==> config.mk <==
export PLATFORM = sky130hd
export DESIGN_NAME = dsdmnist_romsched_flat
export DESIGN_NICKNAME = d
export VERILOG_FILES = /design/src/rtl/dsdmnist_romsched_if.sv /design/src/rtl/dsdmnist_romsched.sv /design/src/flat_wrapper.sv
export SDC_FILE = /design/constraint.sdc
export NUM_CORES = 1
export LEC_CHECK = 0
export ABC_AREA = 1
export CORE_ASPECT_RATIO = 1.5
export CORE_MARGIN = 10
export CORE_UTILIZATION = 54
export DETAILED_ROUTE_END_ITERATION = 10
export PLACE_DENSITY = 0.8
export SETUP_SLACK_MARGIN = 0.5
export SLEW_MARGIN = 25
export SYNTH_ARGS = -nofsm -noshare
export SYNTH_HDL_FRONTEND = slang
export SYNTH_SLANG_ARGS = --single-unit
==> constraint.sdc <==
create_clock -name i_CLK -period 2.8 [get_ports i_CLK]
set_clock_uncertainty 0.05 [all_clocks]
set_input_delay 0.56 -clock i_CLK [delete_from_list [all_inputs] [get_ports i_CLK]]
set_output_delay 0.56 -clock i_CLK [all_outputs]
set_load 0.02 [all_outputs]
==> src/rtl/dsdmnist_romsched_if.sv <==
// Host/RAM/datapath signal bundle for the MNIST weight-RAM sequencer.
// The DUT takes the slave view; the host/datapath side takes the master view.
interface dsdmnist_romsched_if;
  logic       i_START;
  logic       i_HOST_WE;
  logic [1:0] i_HOST_CHUNK;
  logic       o_HOST_ACK;
  logic [9:0] o_PA_ADDR;
  logic       o_PA_WE;
  logic [9:0] o_PB_ADDR;
  logic       o_PB_WE;
  logic       o_ROW_VALID;
  logic [1:0] o_TAG_LAYER;
  logic [7:0] o_TAG_NEURON;
  logic [1:0] o_TAG_CHUNK;
  logic       o_TAG_LAST;
  logic       i_WB_VALID;
  logic       o_BUSY;
  logic       o_DONE;

  modport master (
    output i_START, i_HOST_WE, i_HOST_CHUNK, i_WB_VALID,
    input  o_HOST_ACK, o_PA_ADDR, o_PA_WE, o_PB_ADDR, o_PB_WE, o_ROW_VALID,
    input  o_TAG_LAYER, o_TAG_NEURON, o_TAG_CHUNK, o_TAG_LAST, o_BUSY, o_DONE
  );

  modport slave (
    input  i_START, i_HOST_WE, i_HOST_CHUNK, i_WB_VALID,
    output o_HOST_ACK, o_PA_ADDR, o_PA_WE, o_PB_ADDR, o_PB_WE, o_ROW_VALID,
    output o_TAG_LAYER, o_TAG_NEURON, o_TAG_CHUNK, o_TAG_LAST, o_BUSY, o_DONE
  );
endinterface

==> src/rtl/dsdmnist_romsched.sv <==
// Weight-RAM sequencer/arbiter: host loads image rows in IDLE, then three layers stream one address pair per cycle.
// Addresses are registered; row tags follow the addresses by one cycle (RAM latency); no stalls, write-back waits on i_WB_VALID.
module dsdmnist_romsched #(
  parameter int unsigned L1_NEURONS = 256,
  parameter int unsigned L2_NEURONS = 128,
  parameter int unsigned L3_NEURONS = 10,
  parameter int unsigned L2_WBASE   = 768,
  parameter int unsigned L3_WBASE   = 896,
  parameter int unsigned L1_OUT     = 920,
  parameter int unsigned L2_OUT     = 921,
  parameter int unsigned IMG_BASE   = 960
) (
  input logic             i_CLK,
  input logic             i_RST_n,
  dsdmnist_romsched_if.slave bus
);

  typedef enum logic [2:0] {S_IDLE, S_L1, S_W1, S_L2, S_W2, S_L3, S_W3} state_e;

  localparam logic [7:0] L1_LAST = 8'(L1_NEURONS - 1);
  localparam logic [7:0] L2_LAST = 8'(L2_NEURONS - 1);
  localparam logic [7:0] L3_LAST = 8'(L3_NEURONS - 1);

  state_e     state_q, state_d;
  logic [7:0] n_q, n_d;
  logic [1:0] c_q, c_d;
  logic [9:0] pa_addr_q, pa_addr_d;
  logic [9:0] pb_addr_q, pb_addr_d;
  logic       pa_we_q, pa_we_d;
  logic       pb_we_q, pb_we_d;
  logic       ack_q, ack_d;
  logic       busy_q, busy_d;
  logic       done_q, done_d;
  // iss_* describe the pair currently on the address bus; row_* the RAM data one cycle later
  logic       iss_vld_q, iss_vld_d;
  logic [1:0] iss_layer_q, iss_layer_d;
  logic [7:0] iss_neuron_q, iss_neuron_d;
  logic [1:0] iss_chunk_q, iss_chunk_d;
  logic       iss_last_q, iss_last_d;
  logic       row_vld_q;
  logic [1:0] row_layer_q;
  logic [7:0] row_neuron_q;
  logic [1:0] row_chunk_q;
  logic       row_last_q;

  always_comb begin
    state_d      = state_q;
    n_d          = n_q;
    c_d          = c_q;
    pa_addr_d    = pa_addr_q;
    pb_addr_d    = pb_addr_q;
    pa_we_d      = 1'b0;
    pb_we_d      = 1'b0;
    ack_d        = 1'b0;
    busy_d       = busy_q;
    done_d       = 1'b0;
    iss_vld_d    = 1'b0;
    iss_layer_d  = 2'd0;
    iss_neuron_d = 8'd0;
    iss_chunk_d  = 2'd0;
    iss_last_d   = 1'b0;

    case (state_q)
      S_IDLE: begin
        // A valid host write takes priority over a start in the same cycle
        if (bus.i_HOST_WE && bus.i_HOST_CHUNK != 2'd3) begin
          pa_addr_d = 10'(IMG_BASE) + 10'(bus.i_HOST_CHUNK);
          pa_we_d   = 1'b1;
          ack_d     = 1'b1;
        end else if (bus.i_START) begin
          state_d = S_L1;
          busy_d  = 1'b1;
          n_d     = 8'd0;
          c_d     = 2'd0;
        end
      end
      S_L1: begin
        pa_addr_d    = 10'(n_q) * 10'd3 + 10'(c_q);
        pb_addr_d    = 10'(IMG_BASE) + 10'(c_q);
        iss_vld_d    = 1'b1;
        iss_layer_d  = 2'd1;
        iss_neuron_d = n_q;
        iss_chunk_d  = c_q;
        iss_last_d   = (c_q == 2'd2);
        if (c_q == 2'd2) begin
          c_d = 2'd0;
          if (n_q == L1_LAST) begin
            n_d     = 8'd0;
            state_d = S_W1;
          end else begin
            n_d = n_q + 8'd1;
          end
        end else begin
          c_d = c_q + 2'd1;
        end
      end
      S_W1: begin
        if (bus.i_WB_VALID) begin
          pb_addr_d = 10'(L1_OUT);
          pb_we_d   = 1'b1;
          state_d   = S_L2;
        end
      end
      S_L2: begin
        pa_addr_d    = 10'(L2_WBASE) + 10'(n_q);
        pb_addr_d    = 10'(L1_OUT);
        iss_vld_d    = 1'b1;
        iss_layer_d  = 2'd2;
        iss_neuron_d = n_q;
        iss_last_d   = 1'b1;
        if (n_q == L2_LAST) begin
          n_d     = 8'd0;
          state_d = S_W2;
        end else begin
          n_d = n_q + 8'd1;
        end
      end
      S_W2: begin
        if (bus.i_WB_VALID) begin
          pb_addr_d = 10'(L2_OUT);
          pb_we_d   = 1'b1;
          state_d   = S_L3;
        end
      end
      S_L3: begin
        pa_addr_d    = 10'(L3_WBASE) + 10'(n_q);
        pb_addr_d    = 10'(L2_OUT);
        iss_vld_d    = 1'b1;
        iss_layer_d  = 2'd3;
        iss_neuron_d = n_q;
        iss_last_d   = 1'b1;
        if (n_q == L3_LAST) begin
          n_d     = 8'd0;
          state_d = S_W3;
        end else begin
          n_d = n_q + 8'd1;
        end
      end
      S_W3: begin
        if (bus.i_WB_VALID) begin
          busy_d  = 1'b0;
          done_d  = 1'b1;
          state_d = S_IDLE;
        end
      end
      default: state_d = S_IDLE;
    endcase
  end

  always_ff @(posedge i_CLK or negedge i_RST_n) begin
    if (!i_RST_n) begin
      state_q      <= S_IDLE;
      n_q          <= 8'd0;
      c_q          <= 2'd0;
      pa_addr_q    <= 10'd0;
      pb_addr_q    <= 10'd0;
      pa_we_q      <= 1'b0;
      pb_we_q      <= 1'b0;
      ack_q        <= 1'b0;
      busy_q       <= 1'b0;
      done_q       <= 1'b0;
      iss_vld_q    <= 1'b0;
      iss_layer_q  <= 2'd0;
      iss_neuron_q <= 8'd0;
      iss_chunk_q  <= 2'd0;
      iss_last_q   <= 1'b0;
      row_vld_q    <= 1'b0;
      row_layer_q  <= 2'd0;
      row_neuron_q <= 8'd0;
      row_chunk_q  <= 2'd0;
      row_last_q   <= 1'b0;
    end else begin
      state_q      <= state_d;
      n_q          <= n_d;
      c_q          <= c_d;
      pa_addr_q    <= pa_addr_d;
      pb_addr_q    <= pb_addr_d;
      pa_we_q      <= pa_we_d;
      pb_we_q      <= pb_we_d;
      ack_q        <= ack_d;
      busy_q       <= busy_d;
      done_q       <= done_d;
      iss_vld_q    <= iss_vld_d;
      iss_layer_q  <= iss_layer_d;
      iss_neuron_q <= iss_neuron_d;
      iss_chunk_q  <= iss_chunk_d;
      iss_last_q   <= iss_last_d;
      row_vld_q    <= iss_vld_q;
      row_layer_q  <= iss_layer_q;
      row_neuron_q <= iss_neuron_q;
      row_chunk_q  <= iss_chunk_q;
      row_last_q   <= iss_last_q;
    end
  end

  assign bus.o_HOST_ACK   = ack_q;
  assign bus.o_PA_ADDR    = pa_addr_q;
  assign bus.o_PA_WE      = pa_we_q;
  assign bus.o_PB_ADDR    = pb_addr_q;
  assign bus.o_PB_WE      = pb_we_q;
  assign bus.o_ROW_VALID  = row_vld_q;
  assign bus.o_TAG_LAYER  = row_layer_q;
  assign bus.o_TAG_NEURON = row_neuron_q;
  assign bus.o_TAG_CHUNK  = row_chunk_q;
  assign bus.o_TAG_LAST   = row_last_q;
  assign bus.o_BUSY       = busy_q;
  assign bus.o_DONE       = done_q;

endmodule

==> src/flat_wrapper.sv <==
// flat-port wrapper written by rule: the top's interface ports become plain ports
module dsdmnist_romsched_flat 
#(
  parameter int unsigned L1_NEURONS = 256,
  parameter int unsigned L2_NEURONS = 128,
  parameter int unsigned L3_NEURONS = 10,
  parameter int unsigned L2_WBASE   = 768,
  parameter int unsigned L3_WBASE   = 896,
  parameter int unsigned L1_OUT     = 920,
  parameter int unsigned L2_OUT     = 921,
  parameter int unsigned IMG_BASE   = 960
)
  (i_CLK, i_RST_n, bus_i_START, bus_i_HOST_WE, bus_i_HOST_CHUNK, bus_i_WB_VALID, bus_o_HOST_ACK, bus_o_PA_ADDR, bus_o_PA_WE, bus_o_PB_ADDR, bus_o_PB_WE, bus_o_ROW_VALID, bus_o_TAG_LAYER, bus_o_TAG_NEURON, bus_o_TAG_CHUNK, bus_o_TAG_LAST, bus_o_BUSY, bus_o_DONE);
  dsdmnist_romsched_if bus_i ();
  input logic i_CLK;
  input logic i_RST_n;
  input wire logic [$bits(bus_i.i_START)-1:0] bus_i_START;
  input wire logic [$bits(bus_i.i_HOST_WE)-1:0] bus_i_HOST_WE;
  input wire logic [$bits(bus_i.i_HOST_CHUNK)-1:0] bus_i_HOST_CHUNK;
  input wire logic [$bits(bus_i.i_WB_VALID)-1:0] bus_i_WB_VALID;
  output wire logic [$bits(bus_i.o_HOST_ACK)-1:0] bus_o_HOST_ACK;
  output wire logic [$bits(bus_i.o_PA_ADDR)-1:0] bus_o_PA_ADDR;
  output wire logic [$bits(bus_i.o_PA_WE)-1:0] bus_o_PA_WE;
  output wire logic [$bits(bus_i.o_PB_ADDR)-1:0] bus_o_PB_ADDR;
  output wire logic [$bits(bus_i.o_PB_WE)-1:0] bus_o_PB_WE;
  output wire logic [$bits(bus_i.o_ROW_VALID)-1:0] bus_o_ROW_VALID;
  output wire logic [$bits(bus_i.o_TAG_LAYER)-1:0] bus_o_TAG_LAYER;
  output wire logic [$bits(bus_i.o_TAG_NEURON)-1:0] bus_o_TAG_NEURON;
  output wire logic [$bits(bus_i.o_TAG_CHUNK)-1:0] bus_o_TAG_CHUNK;
  output wire logic [$bits(bus_i.o_TAG_LAST)-1:0] bus_o_TAG_LAST;
  output wire logic [$bits(bus_i.o_BUSY)-1:0] bus_o_BUSY;
  output wire logic [$bits(bus_i.o_DONE)-1:0] bus_o_DONE;
  assign bus_i.i_START = bus_i_START;
  assign bus_i.i_HOST_WE = bus_i_HOST_WE;
  assign bus_i.i_HOST_CHUNK = bus_i_HOST_CHUNK;
  assign bus_i.i_WB_VALID = bus_i_WB_VALID;
  assign bus_o_HOST_ACK = bus_i.o_HOST_ACK;
  assign bus_o_PA_ADDR = bus_i.o_PA_ADDR;
  assign bus_o_PA_WE = bus_i.o_PA_WE;
  assign bus_o_PB_ADDR = bus_i.o_PB_ADDR;
  assign bus_o_PB_WE = bus_i.o_PB_WE;
  assign bus_o_ROW_VALID = bus_i.o_ROW_VALID;
  assign bus_o_TAG_LAYER = bus_i.o_TAG_LAYER;
  assign bus_o_TAG_NEURON = bus_i.o_TAG_NEURON;
  assign bus_o_TAG_CHUNK = bus_i.o_TAG_CHUNK;
  assign bus_o_TAG_LAST = bus_i.o_TAG_LAST;
  assign bus_o_BUSY = bus_i.o_BUSY;
  assign bus_o_DONE = bus_i.o_DONE;
  dsdmnist_romsched #(.L1_NEURONS(L1_NEURONS), .L2_NEURONS(L2_NEURONS), .L3_NEURONS(L3_NEURONS), .L2_WBASE(L2_WBASE), .L3_WBASE(L3_WBASE), .L1_OUT(L1_OUT), .L2_OUT(L2_OUT), .IMG_BASE(IMG_BASE)) u_core (.i_CLK(i_CLK), .i_RST_n(i_RST_n), .bus(bus_i));
endmodule
==> summary.txt <==
Placement
  – Setup WS pre-CTS: 392 ps
  – IO Port Bufs: 43
  – Post-DP HPWL: 5370 um
  – Post-Place Cell Area: 3580 um^2
  – Routability congestion estimate: 0.925

Pwr
  – LEAKAGE: 0.00195 uW
  – Share of power burned in registers: 33.1%
  – Sw Share: 42.9%
  – Final Power: 3800 uW
  – Max rail drop VDD: 0.000624 V
  – Comb pwr share: 48.7%
  – Pwr dens: 987 nW/um^2
  – Psw: 1630 uW
  – Cell-internal power: 2170 uW
  – Clk network pwr share: 18.2%

GRT
  – Antenna violations before repair: 0
  – Overall Global Routing Usage: 16.1%
  – Vias in the first global route: 2,461
  – GRT overflow: 0
  – Global-route wire length before repair: 11,700 um
  – Largest net degree at the start of global routing: 38

Finish
  – Area grow syn2layout: 23.6%
  – Final net count: 439
  – N_diodes: 0
  – FILL cells: 455
  – Ratio of cells with drive above 1 in the final layout: 15.6%
  – Final Cell Area: 3850 um^2
  – Final core utilization: 69.5%

Synthesis
  – Synth area leaders: dfrtp_1 (48%), nand2_1 (10%), ha_1 (9.6%), inv_1 (4.5%), nand3_1 (3.9%)
  – Post-synth top area share: 48.2%
  – Count leader, synth: nand2_1
  – Synth area leader: dfrtp_1
  – Most used DFF post-synth: dfrtp_1
  – Number of flops mapped to enable cells by yosys: 0
  – Synth Instances: 351
  – Ys Warns: 0
  – Synth cell types: 38
  – Commonest cells post-synth: nand2_1 (84), dfrtp_1 (60), inv_1 (37), nor2_1 (29)
  – Register area share after synthesis: 48.2%
  – Syn_area_per_cell: 8.87 um^2
  – Yosys reg bits: 60
  – Synthesized area: 3110 um^2
  – Share of flip-flops with an asynchronous set or reset: 100%

STA
  – Worst-Margin Slew: 604 ps
  – Setup ws final: 526 ps
  – Final period demand of the worst path: 2270 ps
  – Final setup viols: 0
  – Max Fclk: 0.440 GHz
  – Slew margin rel.: 59.7%
  – Final Cycle Share: 81.2%
  – Max Slew Vio Count: 0
  – Final setup TNS: 0 ps
  – Hold Vio Cnt, Final: 0
  – RSZ-0062 raised after global routing: true

Worst setup path
  – Crit-path slowest cell: fa_1
  – Peak per-stage delay on the critical path: 540 ps
  – Flop2flop setup slack: 530 ps
  – CP Cell Sequence: inv_2 -> fa_1 -> inv_1 -> ha_2 -> fa_2 -> nand2_2 -> nand2_2 -> nand3_2 -> nand2_1 -> nand2_1 -> nand3_2 -> a21oi_2
  – CP Launch Type: flop
  – Worst path required time: 3020 ps
  – Worst-path fanout max: 2
  – Reg2reg start: u_core.c_q[1]
  – Crit path buf inv count: 2
  – Kind of critical path: flop to flop
  – Crit path DAT: 2490 ps
  – CP delay by family, top: adder cells
  – Worst r2r dst: u_core.bus.o_PA_ADDR[7]
  – Reg2reg path depth: 12
  – Crit end category: flop

Floorplan
  – IO Pins: 46
  – Die area: 9260 um^2
  – Die height: 113 um
  – Core area: 5530 um^2
  – Die Wd: 82.0 um
  – Starting Density: 56.3%
  – Site Rows: 33

Drt
  – Via-per-instance ratio: 5.34
  – Vias: 2,564
  – Drt first pass iters: 5
  – Drt drc: 0
  – Detailed router's first-iteration violation count: 162
  – DR WL/cell: 15.3 um
  – WL final: 7360 um
  – Final ANT Viol Nets: 0

CTS
  – Hold buffer count at CTS: 0
  – CTS Root Buffer Type: clkbuf_8
  – H-tree Lvls: 3
  – Worst-path clk slew: 60 ps
  – CTS Buffer Depth: 2
  – CTS buffer count: 9
  – Clock Sinks: 60
  – Clk Latency, worst-skew pair: 340 ps
  – CTS tree: yes

Run
  – Max_cap viols: 0

Hold path
  – Worst min-delay path class: primary input to asynchronous set/reset pin

Run status
  – Status: finished, final reports clean
[worst max-delay path by stage]
stage | startpoint | end | slack [ps] | depth (start not counted)
final | u_core.c_q[1] | u_core.bus.o_PA_ADDR[7] | 530 | 12
after detailed placement | u_core.n_q[0] | u_core.bus.o_PA_ADDR[3] | 390 | 8
after CTS | u_core.c_q[1] | u_core.bus.o_PA_ADDR[3] | 520 | 8
after floorplan | u_core.n_q[0] | u_core.bus.o_PA_ADDR[3] | 530 | 8
after global placement | u_core.c_q[1] | u_core.bus.o_PA_ADDR[3] | 470 | 8
after global routing | u_core.c_q[1] | u_core.bus.o_PA_ADDR[7] | 420 | 12
[routing by layer]
| layer | vias to the layer above | track usage [%] | share of wire, % |
|---|---|---|---|
| met1 | 1233 | 18.5 | 39 |
| met2 | 74 | 27.4 | 53 |
| met3 | 14 | 3.72 | 6.0 |
| met5 | - | 0 | 0 |
| li1 | 1243 | - | - |
| met4 | 0 | 6.49 | 2.4 |
[stage by stage]
step           hold slack [ps]  std cells
3_5_place_dp               286        457
3_3_place_gp               282        457
2_1_floorplan              214        352
5_1_grt                    217        480
6_report                   180        480
4_1_cts                    197        475
[final cells by class]
type / count / area [um^2] / area share (%)
clock buffer: 11 / 151 / 3.93
clock inverter: 4 / 25.0 / 0.650
inverter: 44 / 165 / 4.29
multi-input combinational: 239 / 1410 / 36.7
sequential: 60 / 1500 / 39.1
tap: 70 / 87.6 / 2.28
timing repair buffer: 52 / 505 / 13.1
[placed cells by master, fill, tap and decap left out, drive strengths merged]
cell           synthesis  layout
a21boi                 2       2
a21oi                 15      15
a22oi                  1       1
a31oi                  1       1
a32oi                  1       1
buf                    9      10
clkbuf                 0      11
clkdlybuf4s50          0      42
clkinv                 0       2
clkinvlp               0       2
conb                   1       2
dfrtp                 60      60
fa                     2       2
ha                    24      24
inv                   44      44
nand2                 92      92
nand3                 25      25
nand3b                 2       2
nand4                 10      10
nor2                  34      34
nor3b                  1       1
o211ai                 4       4
o21a                   1       1
o21ai                 11      11
o21bai                 1       1
o22ai                  2       2
o31ai                  1       1
or2                    5       5
xor2                   2       2
[kinds of logic after synthesis]
| logic type | after synthesis | synth area share [%] |
|---|---|---|
| compound gates | 40 | 7.92 |
| xor+xnor | 2 | 0.563 |
| fa+ha+maj | 26 | 10.9 |
| buf+inv | 53 | 7.44 |
| flops | 60 | 48.2 |
| other cells | 1 | 0.120 |
| simple gates | 169 | 24.8 |
[state kept, by name, indices dropped and copies added (netlist names), 2 cells and up]
register / count
u_core.bus.o_PB_ADDR: 5
u_core.bus.o_TAG_LAYER: 2
u_core.c_q: 2
u_core.state_q: 3
u_core.bus.o_PA_ADDR: 10
u_core.bus.o_TAG_NEURON: 8
u_core.iss_chunk_q: 2
u_core.iss_layer_q: 2
u_core.bus.o_TAG_CHUNK: 2
u_core.n_q: 8
u_core.iss_neuron_q: 8
[worst register-to-register path, cell delays in order (launching register included)]
cell and delay (ps):
dfrtp_1 380, inv_2 60, fa_1 540, inv_1 50, ha_2 190, fa_2 370, nand2_2 90, nand2_2 80
nand3_2 80, nand2_1 50, nand2_1 70, nand3_2 60, a21oi_2 140
[what timing repair did]
item | in CTS | in global routing
endpoints found under the setup margin | 4 | 5
gates resized for setup | 3 | 9
setup buffers | 3 | 5
pin swaps | 1 | 6
[power by group through the flow]
stage	clock [uW]	sequential, uW	combinational, uW
2_1_floorplan	0	1420	1020
3_3_place_gp	0	1270	1720
3_5_place_dp	0	1280	1750
4_1_cts	699	1260	1800
5_1_grt	734	1280	2030
6_report	691	1260	1850
(Power assumes the default switching activity.)
